### src/rtl/pipe_ctrl_pkg.sv
// Shared types and constants for the pipeline hazard/stall controller.
package pipe_ctrl_pkg;

  typedef enum logic [0:0] {
    RUN     = 1'b0,
    MC_WAIT = 1'b1
  } state_e;

  localparam logic [4:0] REG_ZERO       = 5'd0;
  localparam int         MC_TIMEOUT_DEF = 64;
  localparam int         WDOG_W         = 16;

endpackage

### src/rtl/pipe_ctrl_hazard_detect.sv
// Combinational load-use hazard comparator between the EX load and the ID sources.
module hazard_detect
  import pipe_ctrl_pkg::*;
(
  input  logic       ex_mem_read,
  input  logic [4:0] ex_rd,
  input  logic [4:0] id_rs,
  input  logic [4:0] id_rt,
  output logic       load_use
);

  always_comb begin
    load_use = ex_mem_read && (ex_rd != REG_ZERO) &&
               ((ex_rd == id_rs) || (ex_rd == id_rt));
  end

endmodule

### src/rtl/pipe_ctrl.sv
// Pipeline stall/flush controller with multi-cycle ALU wait and watchdog abort.
// Optional stalled-cycle counter built when PIPE_CTRL_PERF_EN is defined.
//   state   | meaning
//   RUN     | normal issue; resolves branch flush, multi-cycle entry, load-use stall
//   MC_WAIT | front end frozen until mc_done or watchdog timeout
module pipe_ctrl
  import pipe_ctrl_pkg::*;
#(
  parameter int MC_TIMEOUT = MC_TIMEOUT_DEF,
  parameter int CNT_W      = 16
) (
  input  logic             clk,
  input  logic             rst_n,
  input  logic [4:0]       id_rs,
  input  logic [4:0]       id_rt,
  input  logic [4:0]       ex_rd,
  input  logic             ex_mem_read,
  input  logic             branch_taken,
  input  logic             mc_start,
  input  logic             mc_done,
  output logic             pc_en,
  output logic             ifid_en,
  output logic             ifid_flush,
  output logic             idex_en,
  output logic             idex_bubble,
  output logic             mc_err,
  output logic             busy,
  output logic [CNT_W-1:0] stall_cnt
);

  localparam logic [WDOG_W-1:0] WDOG_LAST = WDOG_W'(MC_TIMEOUT - 1);

  state_e              state_q, state_d;
  logic [WDOG_W-1:0]   wdog_q, wdog_d;
  logic                load_use;

  hazard_detect u_hazard (
    .ex_mem_read (ex_mem_read),
    .ex_rd       (ex_rd),
    .id_rs       (id_rs),
    .id_rt       (id_rt),
    .load_use    (load_use)
  );

  always_comb begin
    state_d     = state_q;
    wdog_d      = wdog_q;
    pc_en       = 1'b1;
    ifid_en     = 1'b1;
    ifid_flush  = 1'b0;
    idex_en     = 1'b1;
    idex_bubble = 1'b0;
    mc_err      = 1'b0;
    unique case (state_q)
      RUN: begin
        if (branch_taken) begin
          ifid_flush  = 1'b1;
          idex_bubble = 1'b1;
        end else if (mc_start) begin
          pc_en   = 1'b0;
          ifid_en = 1'b0;
          idex_en = 1'b0;
          wdog_d  = '0;
          state_d = MC_WAIT;
        end else if (load_use) begin
          pc_en       = 1'b0;
          ifid_en     = 1'b0;
          idex_bubble = 1'b1;
        end
      end
      MC_WAIT: begin
        pc_en   = mc_done;
        ifid_en = mc_done;
        idex_en = mc_done;
        if (mc_done) begin
          wdog_d  = '0;
          state_d = RUN;
        end else if (wdog_q == WDOG_LAST) begin
          // Abort: release the front end and squash the unfinished op.
          mc_err      = 1'b1;
          pc_en       = 1'b1;
          ifid_en     = 1'b1;
          idex_en     = 1'b1;
          idex_bubble = 1'b1;
          wdog_d      = '0;
          state_d     = RUN;
        end else begin
          wdog_d = wdog_q + 1'b1;
        end
      end
      default: state_d = RUN;
    endcase
  end

  always_ff @(posedge clk or negedge rst_n) begin
    if (!rst_n) begin
      state_q <= RUN;
      wdog_q  <= '0;
    end else begin
      state_q <= state_d;
      wdog_q  <= wdog_d;
    end
  end

  assign busy = (state_q == MC_WAIT);

`ifdef PIPE_CTRL_PERF_EN
  logic [CNT_W-1:0] stall_cnt_q, stall_cnt_d;

  always_comb begin
    stall_cnt_d = stall_cnt_q;
    if (!pc_en && (stall_cnt_q != {CNT_W{1'b1}}))
      stall_cnt_d = stall_cnt_q + 1'b1;
  end

  always_ff @(posedge clk or negedge rst_n) begin
    if (!rst_n) stall_cnt_q <= '0;
    else        stall_cnt_q <= stall_cnt_d;
  end

  assign stall_cnt = stall_cnt_q;
`else
  assign stall_cnt = '0;
`endif

endmodule

### config.mk
export PLATFORM = sky130hd
export DESIGN_NAME = pipe_ctrl
export DESIGN_NICKNAME = d
export VERILOG_FILES = /design/src/rtl/pipe_ctrl_pkg.sv /design/src/rtl/pipe_ctrl_hazard_detect.sv /design/src/rtl/pipe_ctrl.sv
export SDC_FILE = /design/constraint.sdc
export NUM_CORES = 1
export LEC_CHECK = 0
export BUFFER_PORTS_ARGS = -buffer_cell sky130_fd_sc_hd__buf_2
export CAP_MARGIN = 15
export CORE_MARGIN = 4
export CORE_UTILIZATION = 50
export DETAILED_ROUTE_END_ITERATION = 16
export PLACE_DENSITY = 0.79
export SYNTH_ARGS = -nofsm -noshare
export SYNTH_HDL_FRONTEND = slang
export SYNTH_SLANG_ARGS = --single-unit
### constraint.sdc
create_clock -name clk -period 6.3 [get_ports clk]
set_input_delay 1.89 -clock clk [delete_from_list [all_inputs] [get_ports clk]]
set_output_delay 1.89 -clock clk [all_outputs]
set_load 0.01 [all_outputs]
==> key figures <==
Clock tree
  • Hold buffers post-CTS: 0
  • Post-CTS Setup Inserts: 0
  • TritonCTS Buffers: 3
  • CTS tree: built
  • CTS Sinks: 17
  • Clk root buf: clkbuf_4
  • Htree depth: 1
  • Post-cts gate resize count: 0
  • Longest Clk Path Bufs: 2
  • Clock-pin slew on the worst setup and hold paths: 90 ps
  • Insertion delay to the later sink of the worst-skew pair: 300 ps

Logic synthesis
  • Post-synth EDFFs: 0
  • Seq cells post-synth: 17
  • Synth Instances: 163
  • Top post-synthesis cells by area: dfrtp_1 (31%), buf_4 (9.2%), xor2_1 (6.3%)
  • Post-synth top area share: 30.7%
  • Main synth FF type: dfrtp_1
  • Yosys Warn Count: 0
  • Post-synthesis cell type count: 42
  • Async SR Flop Fraction: 100%
  • Area leader, netlist: dfrtp_1
  • Sequential-to-total area share from yosys stat: 30.7%
  • Cell Area, Synth: 0.00139 sq mm
  • Syn Area/Cell: 8.51 sq um

Worst hold path
  • Worst hold path class: reg -> reg

Setup path
  • WS Path Type: in -> out
  • Crit Path Max Fanout: 3
  • CP arrival: 3050 ps
  • Worst setup EP type: output pin
  • Worst endpoint required time: 4410 ps
  • Startpoint types: input port

Timing
  • Max Fclk: 202 MHz
  • Final min period: 4940 ps
  • Period utilization: 78.5%
  • Final setup TNS: 0 ps
  • Final setup fails: 0
  • Worst slew pin tran: 870 ps
  • Max-slew violations: 0
  • RSZ-0062 raised after global routing: false
  • Final hold viol count: 0
  • Clk_skew: 4.58 ps
  • Slew margin rel.: 42.0%

Floorplanning
  • Row Count: 18
  • Die Ht: 60.7 microns
  • Die Wd: 60.7 microns
  • Io pins: 44
  • Initial core utilization: 54.0%
  • Die ar.: 0.00368 sq mm
  • Core area: 0.00257 sq mm

GRT
  • Global Route Usage Sum: 19.5%
  • Number of global-route vias before repair: 1171
  • Largest net degree at the start of global routing: 23
  • First-pass GRT wire length: 5480 microns
  • Initial antenna violation count: 0
  • Global route total overflow: 0

Detailed routing
  • Final wirelength: 3320 microns
  • Routed Antenna Nets: 0
  • Initial drt markers: 57
  • DRC: 0
  • Drt pass-1 iters: 5
  • Vias: 1281
  • Via-to-Cell Ratio: 5.96
  • WL/cell: 15.5 microns

Power
  • Leakage power: 0.671 nW
  • Pwr per Cell Area: 169 mW/mm^2
  • Peak supply drop: 0.000131 V
  • Tot Pwr: 0.249 mW

Finish
  • Layout cells sized above 1: 18.4%
  • Commonest non-fill, non-tap cells in the layout: buf_2 (27), dfrtp_1 (17), conb_1 (16)
  • Commonest non-fill, non-tap cell in the layout: buf_2
  • ANT cells: 0
  • Nets@finish: 208
  • Synth-to-Final Area Change: 6.50%

Place
  • Dpl hpwl: 2570 microns
  • # port buffers: 27
  • RePlAce Congestion: 0.834

Run status
  • Status: completed

Run
  • Max cap viols: 0
-- state kept, by name, indices dropped and copies added (netlist names) --
signal and cells:
busy 1, wdog_q 16
-- layer usage --
metal  GRT usage, %  wire [microns]  up-vias
li1               -               -      612
met2           32.2            1560       75
met1           25.9            1370      587
met4           4.64              51        0
met5              0               0        -
met3           4.47             335        7
-- worst paths after layout --
| path | from | to | slack [ps] | cells past startpoint |
|---|---|---|---|---|
| max in group asynchronous | rst_n | wdog_q[0]$_DFFE_PN0P_ | 4540 | 1 |
| max reg2reg | wdog_q[0]$_DFFE_PN0P_ | wdog_q[15]$_DFFE_PN0P_ | 4450 | 5 |
| min | wdog_q[1]$_DFFE_PN0P_ | wdog_q[1]$_DFFE_PN0P_ | 560 | 1 |
| min in group asynchronous | rst_n | wdog_q[13]$_DFFE_PN0P_ | 1490 | 1 |
| max | ex_rd[0] | idex_bubble | 1360 | 6 |
| min reg2reg | wdog_q[1]$_DFFE_PN0P_ | wdog_q[1]$_DFFE_PN0P_ | 560 | 1 |
-- critical path, cell delays in order --
cell and delay, ps:
buf_2 120, or4_1 510, o21ai_1 160, or3_1 120, o221ai_1 90, buf_2 160
-- where the power goes --
group / total (mW) / switching [mW] / internal [mW] / leakage, nW
clock network: 0.0605 / 0.0358 / 0.0247 / 0.0150
logic: 0.0666 / 0.0409 / 0.0257 / 0.421
registers: 0.122 / 0.00828 / 0.114 / 0.235
-- cells in the mapped netlist, types with 2 or more instances --
cell type  count
o21ai_0        3
and4_1         3
nand2b_1       3
inv_1          6
o21ai_1        2
nand3b_1       2
buf_2          6
nor2_1        11
o22ai_1        3
nand4_1        6
a41oi_1        3
and2_1         6
a21oi_1        3
and3_1         4
xor2_1        10
a31oi_1       13
nand3_1        9
buf_4         17
o221ai_1       2
nor4_4         2
nand2_1       10
nor3_1         3
dfrtp_1       17
-- logic make-up (layout without fill, tap and decap cells) --
group                      count (synthesis)  after routing  synth area share, %
and+or+nand+nor                           65             65                 29.0
DFF                                       17             17                 30.7
adders and majority gates                  1              1                0.902
AOI/OAI and AO/OA                         37             37                 18.1
buffers and inverters                     31             38                 14.1
muxes                                      1              1                0.722
other                                      1             16                0.270
xor gates and xnor gates                  10             10                 6.32
-- stage by stage --
stage	instance area [sq um]	instances	setup WS (ps)	utilization (%)	hold slack (ps)
after floorplan	1440	178	1480	-	466
after global placement	1450	211	1390	56.5	489
after detailed placement	1450	211	1360	56.5	523
after CTS	1480	215	1360	57.5	545
after global routing	1480	215	1280	57.5	573
final	1480	215	1360	57.5	556
-- cell type report --
class | count | area [sq um]
clock buffers | 4 | 26.3
fillers | 239 | 1090
inverters | 6 | 22.5
multi-input cells | 130 | 822
flip-flops and latches | 17 | 425
well taps | 30 | 37.5
repair buffers | 28 | 143
Power figures use the tool's default switching activity.
